$ cat src/rtl/omsp_dma_pkg.sv
// Shared definitions for the openMSP430 DMA block-copy engine.
package omsp_dma_pkg;

    localparam int ADDR_W = 15;

    localparam logic [1:0] DMA_WE_WORD = 2'b11;
    localparam logic [1:0] DMA_WE_READ = 2'b00;

    typedef enum logic [2:0] {
        ST_IDLE,
        ST_RD_REQ,
        ST_RD_WAIT,
        ST_WR_REQ,
        ST_FIN
    } dma_state_t;

endpackage

$ cat src/rtl/omsp_dma_copier.sv
// Word-granular block-copy master for the openMSP430 DMA slave port.
// Reads one word, writes it back out, and repeats until the count runs out.
// Every output is registered from the next-state values, so nothing
// combinational leads from dma_ready to the port.
module omsp_dma_copier
    import omsp_dma_pkg::*;
#(
    parameter int CNT_W = 8
) (
    input  logic              mclk,
    input  logic              reset_n,
    input  logic              start,
    input  logic [ADDR_W-1:0] src_addr,
    input  logic [ADDR_W-1:0] dst_addr,
    input  logic [CNT_W-1:0]  word_cnt,
    input  logic              prio,
    input  logic              abort,
    input  logic              dma_ready,
    input  logic              dma_resp,
    input  logic [15:0]       dma_dout,
    output logic [ADDR_W-1:0] dma_addr,
    output logic [15:0]       dma_din,
    output logic              dma_en,
    output logic [1:0]        dma_we,
    output logic              dma_priority,
    output logic              dma_wkup,
    output logic              busy,
    output logic              done,
    output logic              err
);

    localparam logic [CNT_W-1:0]  CNT_ONE  = CNT_W'(1);
    localparam logic [ADDR_W-1:0] ADDR_ONE = ADDR_W'(1);

    dma_state_t        state;
    dma_state_t        state_nxt;
    logic [ADDR_W-1:0] src_q;
    logic [ADDR_W-1:0] src_nxt;
    logic [ADDR_W-1:0] dst_q;
    logic [ADDR_W-1:0] dst_nxt;
    logic [CNT_W-1:0]  cnt_q;
    logic [CNT_W-1:0]  cnt_nxt;
    logic [15:0]       data_buf;
    logic [15:0]       data_nxt;
    logic              prio_q;
    logic              prio_nxt;
    logic              err_nxt;

    // Next-state and working-register update; an error response outranks abort.
    always_comb begin
        state_nxt = state;
        src_nxt   = src_q;
        dst_nxt   = dst_q;
        cnt_nxt   = cnt_q;
        data_nxt  = data_buf;
        prio_nxt  = prio_q;
        err_nxt   = err;
        case (state)
            ST_IDLE: begin
                if (start) begin
                    err_nxt  = 1'b0;
                    prio_nxt = prio;
                    if (word_cnt != '0) begin
                        src_nxt   = src_addr;
                        dst_nxt   = dst_addr;
                        cnt_nxt   = word_cnt;
                        state_nxt = ST_RD_REQ;
                    end else begin
                        state_nxt = ST_FIN;
                    end
                end
            end
            ST_RD_REQ: begin
                if (dma_ready && dma_resp) begin
                    err_nxt   = 1'b1;
                    state_nxt = ST_IDLE;
                end else if (abort) begin
                    state_nxt = ST_IDLE;
                end else if (dma_ready) begin
                    state_nxt = ST_RD_WAIT;
                end
            end
            ST_RD_WAIT: begin
                data_nxt = dma_dout;
                if (abort) begin
                    state_nxt = ST_IDLE;
                end else begin
                    state_nxt = ST_WR_REQ;
                end
            end
            ST_WR_REQ: begin
                if (dma_ready && dma_resp) begin
                    err_nxt   = 1'b1;
                    state_nxt = ST_IDLE;
                end else begin
                    if (dma_ready) begin
                        src_nxt = src_q + ADDR_ONE;
                        dst_nxt = dst_q + ADDR_ONE;
                        cnt_nxt = cnt_q - CNT_ONE;
                    end
                    if (abort) begin
                        state_nxt = ST_IDLE;
                    end else if (dma_ready) begin
                        state_nxt = (cnt_q == CNT_ONE) ? ST_FIN : ST_RD_REQ;
                    end
                end
            end
            ST_FIN: begin
                state_nxt = ST_IDLE;
            end
            default: begin
                state_nxt = ST_IDLE;
            end
        endcase
    end

    // State, working registers and port outputs, all derived from next-state values.
    always_ff @(posedge mclk) begin
        if (!reset_n) begin
            state        <= ST_IDLE;
            src_q        <= '0;
            dst_q        <= '0;
            cnt_q        <= '0;
            data_buf     <= '0;
            prio_q       <= 1'b0;
            err          <= 1'b0;
            dma_en       <= 1'b0;
            dma_we       <= DMA_WE_READ;
            dma_addr     <= '0;
            dma_din      <= '0;
            dma_priority <= 1'b0;
            dma_wkup     <= 1'b0;
            busy         <= 1'b0;
            done         <= 1'b0;
        end else begin
            state        <= state_nxt;
            src_q        <= src_nxt;
            dst_q        <= dst_nxt;
            cnt_q        <= cnt_nxt;
            data_buf     <= data_nxt;
            prio_q       <= prio_nxt;
            err          <= err_nxt;
            dma_en       <= (state_nxt == ST_RD_REQ) || (state_nxt == ST_WR_REQ);
            dma_we       <= (state_nxt == ST_WR_REQ) ? DMA_WE_WORD : DMA_WE_READ;
            dma_addr     <= (state_nxt == ST_WR_REQ) ? dst_nxt :
                            (state_nxt == ST_RD_REQ) ? src_nxt : '0;
            dma_din      <= (state_nxt == ST_WR_REQ) ? data_nxt : '0;
            dma_priority <= (state_nxt != ST_IDLE) && prio_nxt;
            dma_wkup     <= (state_nxt != ST_IDLE);
            busy         <= (state_nxt != ST_IDLE);
            done         <= (state_nxt == ST_FIN);
        end
    end

endmodule

$ cat config.mk
export PLATFORM = sky130hd
export DESIGN_NAME = omsp_dma_copier
export DESIGN_NICKNAME = d
export VERILOG_FILES = /design/src/rtl/omsp_dma_pkg.sv /design/src/rtl/omsp_dma_copier.sv
export SDC_FILE = /design/constraint.sdc
export NUM_CORES = 1
export LEC_CHECK = 0
export ABC_AREA = 1
export BUFFER_PORTS_ARGS = -buffer_cell sky130_fd_sc_hd__clkbuf_2
export CAP_MARGIN = 10
export CELL_PAD_IN_SITES_DETAIL_PLACEMENT = 2
export CELL_PAD_IN_SITES_GLOBAL_PLACEMENT = 2
export CORE_MARGIN = 8
export CORE_UTILIZATION = 30
export DETAILED_ROUTE_END_ITERATION = 8
export PLACE_DENSITY = 0.86
export SLEW_MARGIN = 15
export SYNTH_ARGS = -nofsm -noshare
export SYNTH_HDL_FRONTEND = slang
export SYNTH_SLANG_ARGS = --single-unit
$ cat constraint.sdc
create_clock -name mclk -period 4.5 [get_ports mclk]
set_input_delay 0.675 -clock mclk [delete_from_list [all_inputs] [get_ports mclk]]
set_output_delay 0.675 -clock mclk [all_outputs]
set_load 0.1 [all_outputs]
Word-level counts from Yosys, hierarchy flattened
Index checks and enable logic that the tools add are counted.

Input bits: 61. Memories: 0. ROM bits: 0. Bits in latches: 0. Word-level logic and storage cells: 76. RAM bits: 0. Output and inout port bits: 39. Flip-flop bits (word level): 96.

Muxes and demuxes: 35. Multipliers: 0. Bitwise logic cells: 0. Add/sub/neg operators: 3. Order comparisons: 0. Shift-type cells: 0. Eq/ne operators: 12. Div/mod/pow operators: 0. Reductions and logical operators: 12.

Operators by type and width (count): $mux W15 (10); $pmux W15 S2 (2); $mux W8 (4); $add A15 B1 Y15 const B (2); $mux W3 (9); $mux W16 (1); $pmux W8 S2 (1); $pmux W3 S4 (1); $eq A3 B2 Y1 const B (3); $eq A8 B1 Y1 const B (1); $ne A2 B2 Y1 const B (4); $reduce_bool A8 Y1 (1); $sub A8 B1 Y8 const B (1); $eq A3 B1 Y1 const B (2); $reduce_and A5 Y1 (1); $mux W1 (4); $mux W2 (2); $reduce_bool A2 Y1 (2); $eq A3 B3 Y1 const B (1); $logic_not A3 Y1 (1); $reduce_and A3 Y1 (1); $reduce_bool A3 Y1 (1); $logic_and A1 B1 Y1 (2); $ne A2 B1 Y1 const B (1); other kinds (4) (4).

Logic depth before layout (Yosys ltp)
Depth in word-level cells: 9. Mapped depth: 13. Gate-level depth less buffers: 12.

Worst setup path after synthesis
No wires, ideal clock.

Kind: reg2out. Start: register dma_we[0] (netlist name). End: output dma_we[1]. Slack: 2.469 ns. Required time: 3.825 ns. Arrival: 1.356 ns. Stages on the path, launching flop included: 2. Cells stage by stage: dfxtp_1 > buf_4.

RTL lines: to (decl) (RTL line omsp_dma_copier.sv:24) `output logic [1:0] dma_we,`.

Worst setup path after layout
Start: input word_cnt[4]. End: register dma_addr[6].

Longest elaborated chain between the ends: 7. Elaborated cells on any way between the ends: 14. Classes of those cells: eq/ne: 2; mux: 11; reduce/logical: 1.

RTL lines: from (decl) (RTL line omsp_dma_copier.sv:15) `input logic [CNT_W-1:0] word_cnt,`; $reduce_bool A8 Y1 (*) (RTL line omsp_dma_copier.sv:63) `if (word_cnt != '0) begin`; $mux W3 (RTL line omsp_dma_copier.sv:63); $mux W3 (RTL line omsp_dma_copier.sv:60) `if (start) begin`; $pmux W3 S4 (RTL line omsp_dma_copier.sv:58) `case (state)`; $eq A3 B1 Y1 (RTL line omsp_dma_copier.sv:146) `(state_nxt == ST_RD_REQ) ? src_nxt : '0;`; $mux W15 (RTL line omsp_dma_copier.sv:146); $mux W15 (*) (RTL line omsp_dma_copier.sv:145) `dma_addr <= (state_nxt == ST_WR_REQ) ? dst_nxt :`; to (signal assigned) (RTL line omsp_dma_copier.sv:145); to (decl) (RTL line omsp_dma_copier.sv:21) `output logic [ADDR_W-1:0] dma_addr,`.

Every way passes the cells marked *; elsewhere a longest branch is shown, timed or not. A chain may end at the register's enable or synchronous reset.

==> parameters.txt <==
Parameter                              Value

Timing
  Number of endpoints with negative hold slack in the final report    0
  Worst slew margin relative to its limit    0.2367
  Upper clock frequency limit    0.3798 GHz
  Worst clock skew    ~0.011 ns
  Final WS setup    ~1.9 ns
  Transition time at the pin with the least slew margin    1.144 ns
  Setup_tns    0 ns
  Pins Over Slew Limit    0
  Shortest period the worst path allows    roughly 2.6 ns
  Setup repair after global routing missed its margin    false
  Ratio of final minimum period to clock period    0.5851
  Count of endpoints failing setup in the final report    0
  Min Hold Slack    0.4878 ns

Clock network
  Sinks on the clock net    95
  CTS tree    built
  Clock Latency Late Sink    0.37 ns
  CTS root buf    sky130_fd_sc_hd__clkbuf_16
  Resized Gates After CTS    0
  Clock-pin slew on the worst setup and hold paths    roughly 0.070 ns
  Number of clock buffers inserted by TritonCTS    9
  Clock Tree Buf Depth    2
  Hold bufs inserted after CTS    0
  CTS H-tree depth    3
  Post-CTS setup buffer count    0

Placed design
  Final weighted congestion in routability-driven placement    about 0.80
  Cell area after placement    about 0.0055 mm^2
  Post-place setup slack    1.457 ns
  Detailed-placement wirelength estimate    between 10000 and 15000 um
  I/O Buffers    between 90 and 100

Setup path
  Crit. End Element    register
  Cell type group with the largest total delay on the critical path    simple AND/OR/NAND/NOR gates
  FF-to-FF setup slack    a little under 2 ns
  Startpoint class of the critical path    input port
  Data required time at the worst endpoint    approximately 4.8 ns
  Critical register-to-register path startpoint    state[0]$_SDFF_PN0_
  Cell at the slowest stage of the critical path    sky130_fd_sc_hd__nand2_1
  Data arrival time at the worst-slack endpoint    between 2 and 3 ns
  Sequence of cells on the critical path    clkbuf_2 -> nor2_1 -> and2_1 -> nand2_1 -> nand2_1 -> nand2_1 -> nand2_1 -> nand2_1 -> nand2_1 -> nand3_1 -> nand2_1
  Reg-to-reg critical path endpoint    dma_din[1]$_SDFF_PN0_
  Count of buffer and inverter cells on the critical path    1
  Cell depth of the worst flop-to-flop path    4
  Maximum fanout along the worst path    15
  WS Path Type    input port to register
  Top cell by count, worst path    sky130_fd_sc_hd__nand2_1
  CP peak stage delay    around 0.5 ns

Power
  Internal power of the cells    0.001415 W
  Peak VDD IR    approximately 0.17 mV
  Switching Share    0.3227
  Power density cells    357.7 mW/mm^2
  Sw power    between 0.0006 and 0.0007 W
  Combinational Power Share    0.156
  Part of the total power dissipated in the clock network    0.406
  Sequential cell fraction of total power    0.438
  Static Leakage    ~2.9 nW

GRT
  First-pass GRT wire length    slightly below 30000 um
  Total overflow reported by the global router    0
  Number of antenna violations at the first check in global routing    0
  GR Util All Layers    0.1846
  Via count of the first global-routing pass    5837
  Maximum number of pins on one net before global-route repair    48

Route
  Violation count after the first detailed-routing iteration    198
  Drt first pass iters    4
  WL/cell    approximately 17 um
  Remaining routing DRC violations    0
  Post-detailed-route count of antenna-violating nets    0
  Total vias in the final route    ~5300
  Number of vias per cell    around 5
  Wirelength, routed    roughly 18000 um

Logic synthesis
  Post-Synthesis Net Count    roughly 830
  Area share of the largest cell type after synthesis    0.3888
  Register bit count reported by yosys    between 90 and 100
  Unique cell type count in the Yosys netlist    30
  Average footprint of a synthesized cell    between 6 and 7 um^2
  Summed instance area of the synthesized netlist    0.004891 mm^2
  Fraction of the yosys area taken by sequential cells    0.3888
  Count of mapped cells out of synthesis    around 770
  Cell accounting for the most synthesized area    sky130_fd_sc_hd__dfxtp_1
  Yosys warns    0
  Top post-synthesis cells by area    sky130_fd_sc_hd__dfxtp_1 39%, sky130_fd_sc_hd__nand2_1 20%, sky130_fd_sc_hd__nand3_1 11%

Min path
  Endpoint, Worst Hold    cnt_q[5]$_SDFFE_PN0P_
  Hold wc startpoint    cnt_q[5]$_SDFFE_PN0P_
  Count of cells along the worst hold path    2
  Path class of the lowest-slack min-delay path    register to register

Die
  Placement row count    46
  Core area    approximately 0.016 mm^2
  Die height    ~140 um
  Ports    100
  Die area    approximately 0.021 mm^2
  Effective utilization at floorplan    0.3079
  Die W    about 140 um

Layout
  Util after Layout    0.3677
  Final design instance area without fill    around 0.0058 mm^2
  Area growth from synthesis to layout    19.42%
  Number of diodes    0
  Layout cells sized above 1    0.1529
  Final Net Count    917

Status
  Outcome    completed

Flow run
  Maximum capacitance violations    0
==> cell type report <==
| type | instances | area [um^2] |
|---|---|---|
| fillers | 2005 | 10040 |
| multi-input cells | 547 | 2467 |
| flip-flops and latches | 95 | 1902 |
| repair buffers | 101 | 510.5 |
| inverters | 98 | 367.9 |
| well taps | 216 | 270.3 |
| clock buffers | 9 | 225.2 |
| clock inverters | 7 | 97.59 |
==> cell families after synthesis <==
kind of cell	share of synthesized area
AND/OR/NAND/NOR	0.4134
adder cells (fa/ha/maj)	0.01023
flip-flops	0.3888
multiplexers	0.006140
AO/OA/AOI/OAI	0.07470
buffers and inverters	0.1067
==> sequential cells by signal, summed over array words and instances (netlist names) <==
name / count
busy: 1
dma_en: 1
cnt_q: 8
src_q: 15
dst_q: 15
state: 3
dma_din: 16
dma_priority: 1
data_buf: 16
done: 1
prio_q: 1
err: 1
dma_addr: 15
dma_we: 1
==> Yosys cell counts, drive strengths merged <==
| master | n |
|---|---|
| nand2 | 262 |
| nand3 | 105 |
| inv | 98 |
| dfxtp | 95 |
| nor2 | 77 |
| a21oi | 33 |
| buf | 20 |
| o21ai | 20 |
| nor3 | 12 |
| nand4 | 10 |
| clkbuf | 8 |
| o22ai | 5 |
| a31oi | 4 |
| ha | 4 |
| nand3b | 4 |
| and2 | 3 |
| mux2i | 3 |
| o21bai | 2 |
| a211oi | 1 |
| nor4 | 1 |
| o31ai | 1 |
==> worst reg2reg max path: cells and delay by family, from the launching register on <==
kind / cells / cell delay, ns
AO/OA/AOI/OAI: 1 / 0.94
flip-flops: 1 / 0.49
AND/OR/NAND/NOR: 3 / 1.02
==> how the worst max path moves through the flow <==
stage	start	depth (start not counted)	to	slack [ns]
final	word_cnt[4]	11	dma_addr[6]$_SDFF_PN0_	1.87
after global placement	word_cnt[4]	11	dma_addr[7]$_SDFF_PN0_	1.59
after CTS	word_cnt[4]	11	dma_addr[6]$_SDFF_PN0_	1.79
after floorplan	dma_we[0]$_SDFF_PN0_	1	dma_we[1]	2.47
after global routing	word_cnt[4]	11	dma_addr[6]$_SDFF_PN0_	1.58
after detailed placement	word_cnt[4]	11	dma_addr[8]$_SDFF_PN0_	1.46
==> per-layer routing <==
metal	up-vias	global-route usage	routed length (um)
met2	70	0.3338	9320
met4	0	0.06752	394
met1	2584	0.2148	7991
li1	2599	-	-
met3	23	0.02887	617
met5	-	0	0
==> power groups by stage <==
stage | clock network [W] | logic, W | registers, W
5_1_grt | 0.000896 | 0.000362 | 0.000921
3_3_place_gp | 0 | 0.000319 | 0.000932
3_5_place_dp | 0 | 0.000327 | 0.000934
2_1_floorplan | 0 | 0.000173 | 0.000985
4_1_cts | 0.000867 | 0.000332 | 0.000915
6_report | 0.000848 | 0.000327 | 0.000915
==> metrics by stage <==
step	power [W]	std cells
after floorplan	0.001158	768
after global routing	0.002179	1073
final	0.002089	1073
after global placement	0.001251	1057
after detailed placement	0.001262	1057
after CTS	0.002113	1073
==> cell usage in the layout (no fill, tap or decap), drive strengths merged, types with 2 or more instances in the layout <==
cell type / instances
ha: 4
mux2i: 3
nand3b: 4
buf: 2
nor3: 12
dfxtp: 95
a21oi: 33
and2: 3
a31oi: 4
nor2: 77
clkinv: 2
o22ai: 5
o21bai: 2
o21ai: 20
nand2: 262
nand3: 105
clkbuf: 108
nand4: 10
inv: 102
Power figures use the tool's default switching activity.
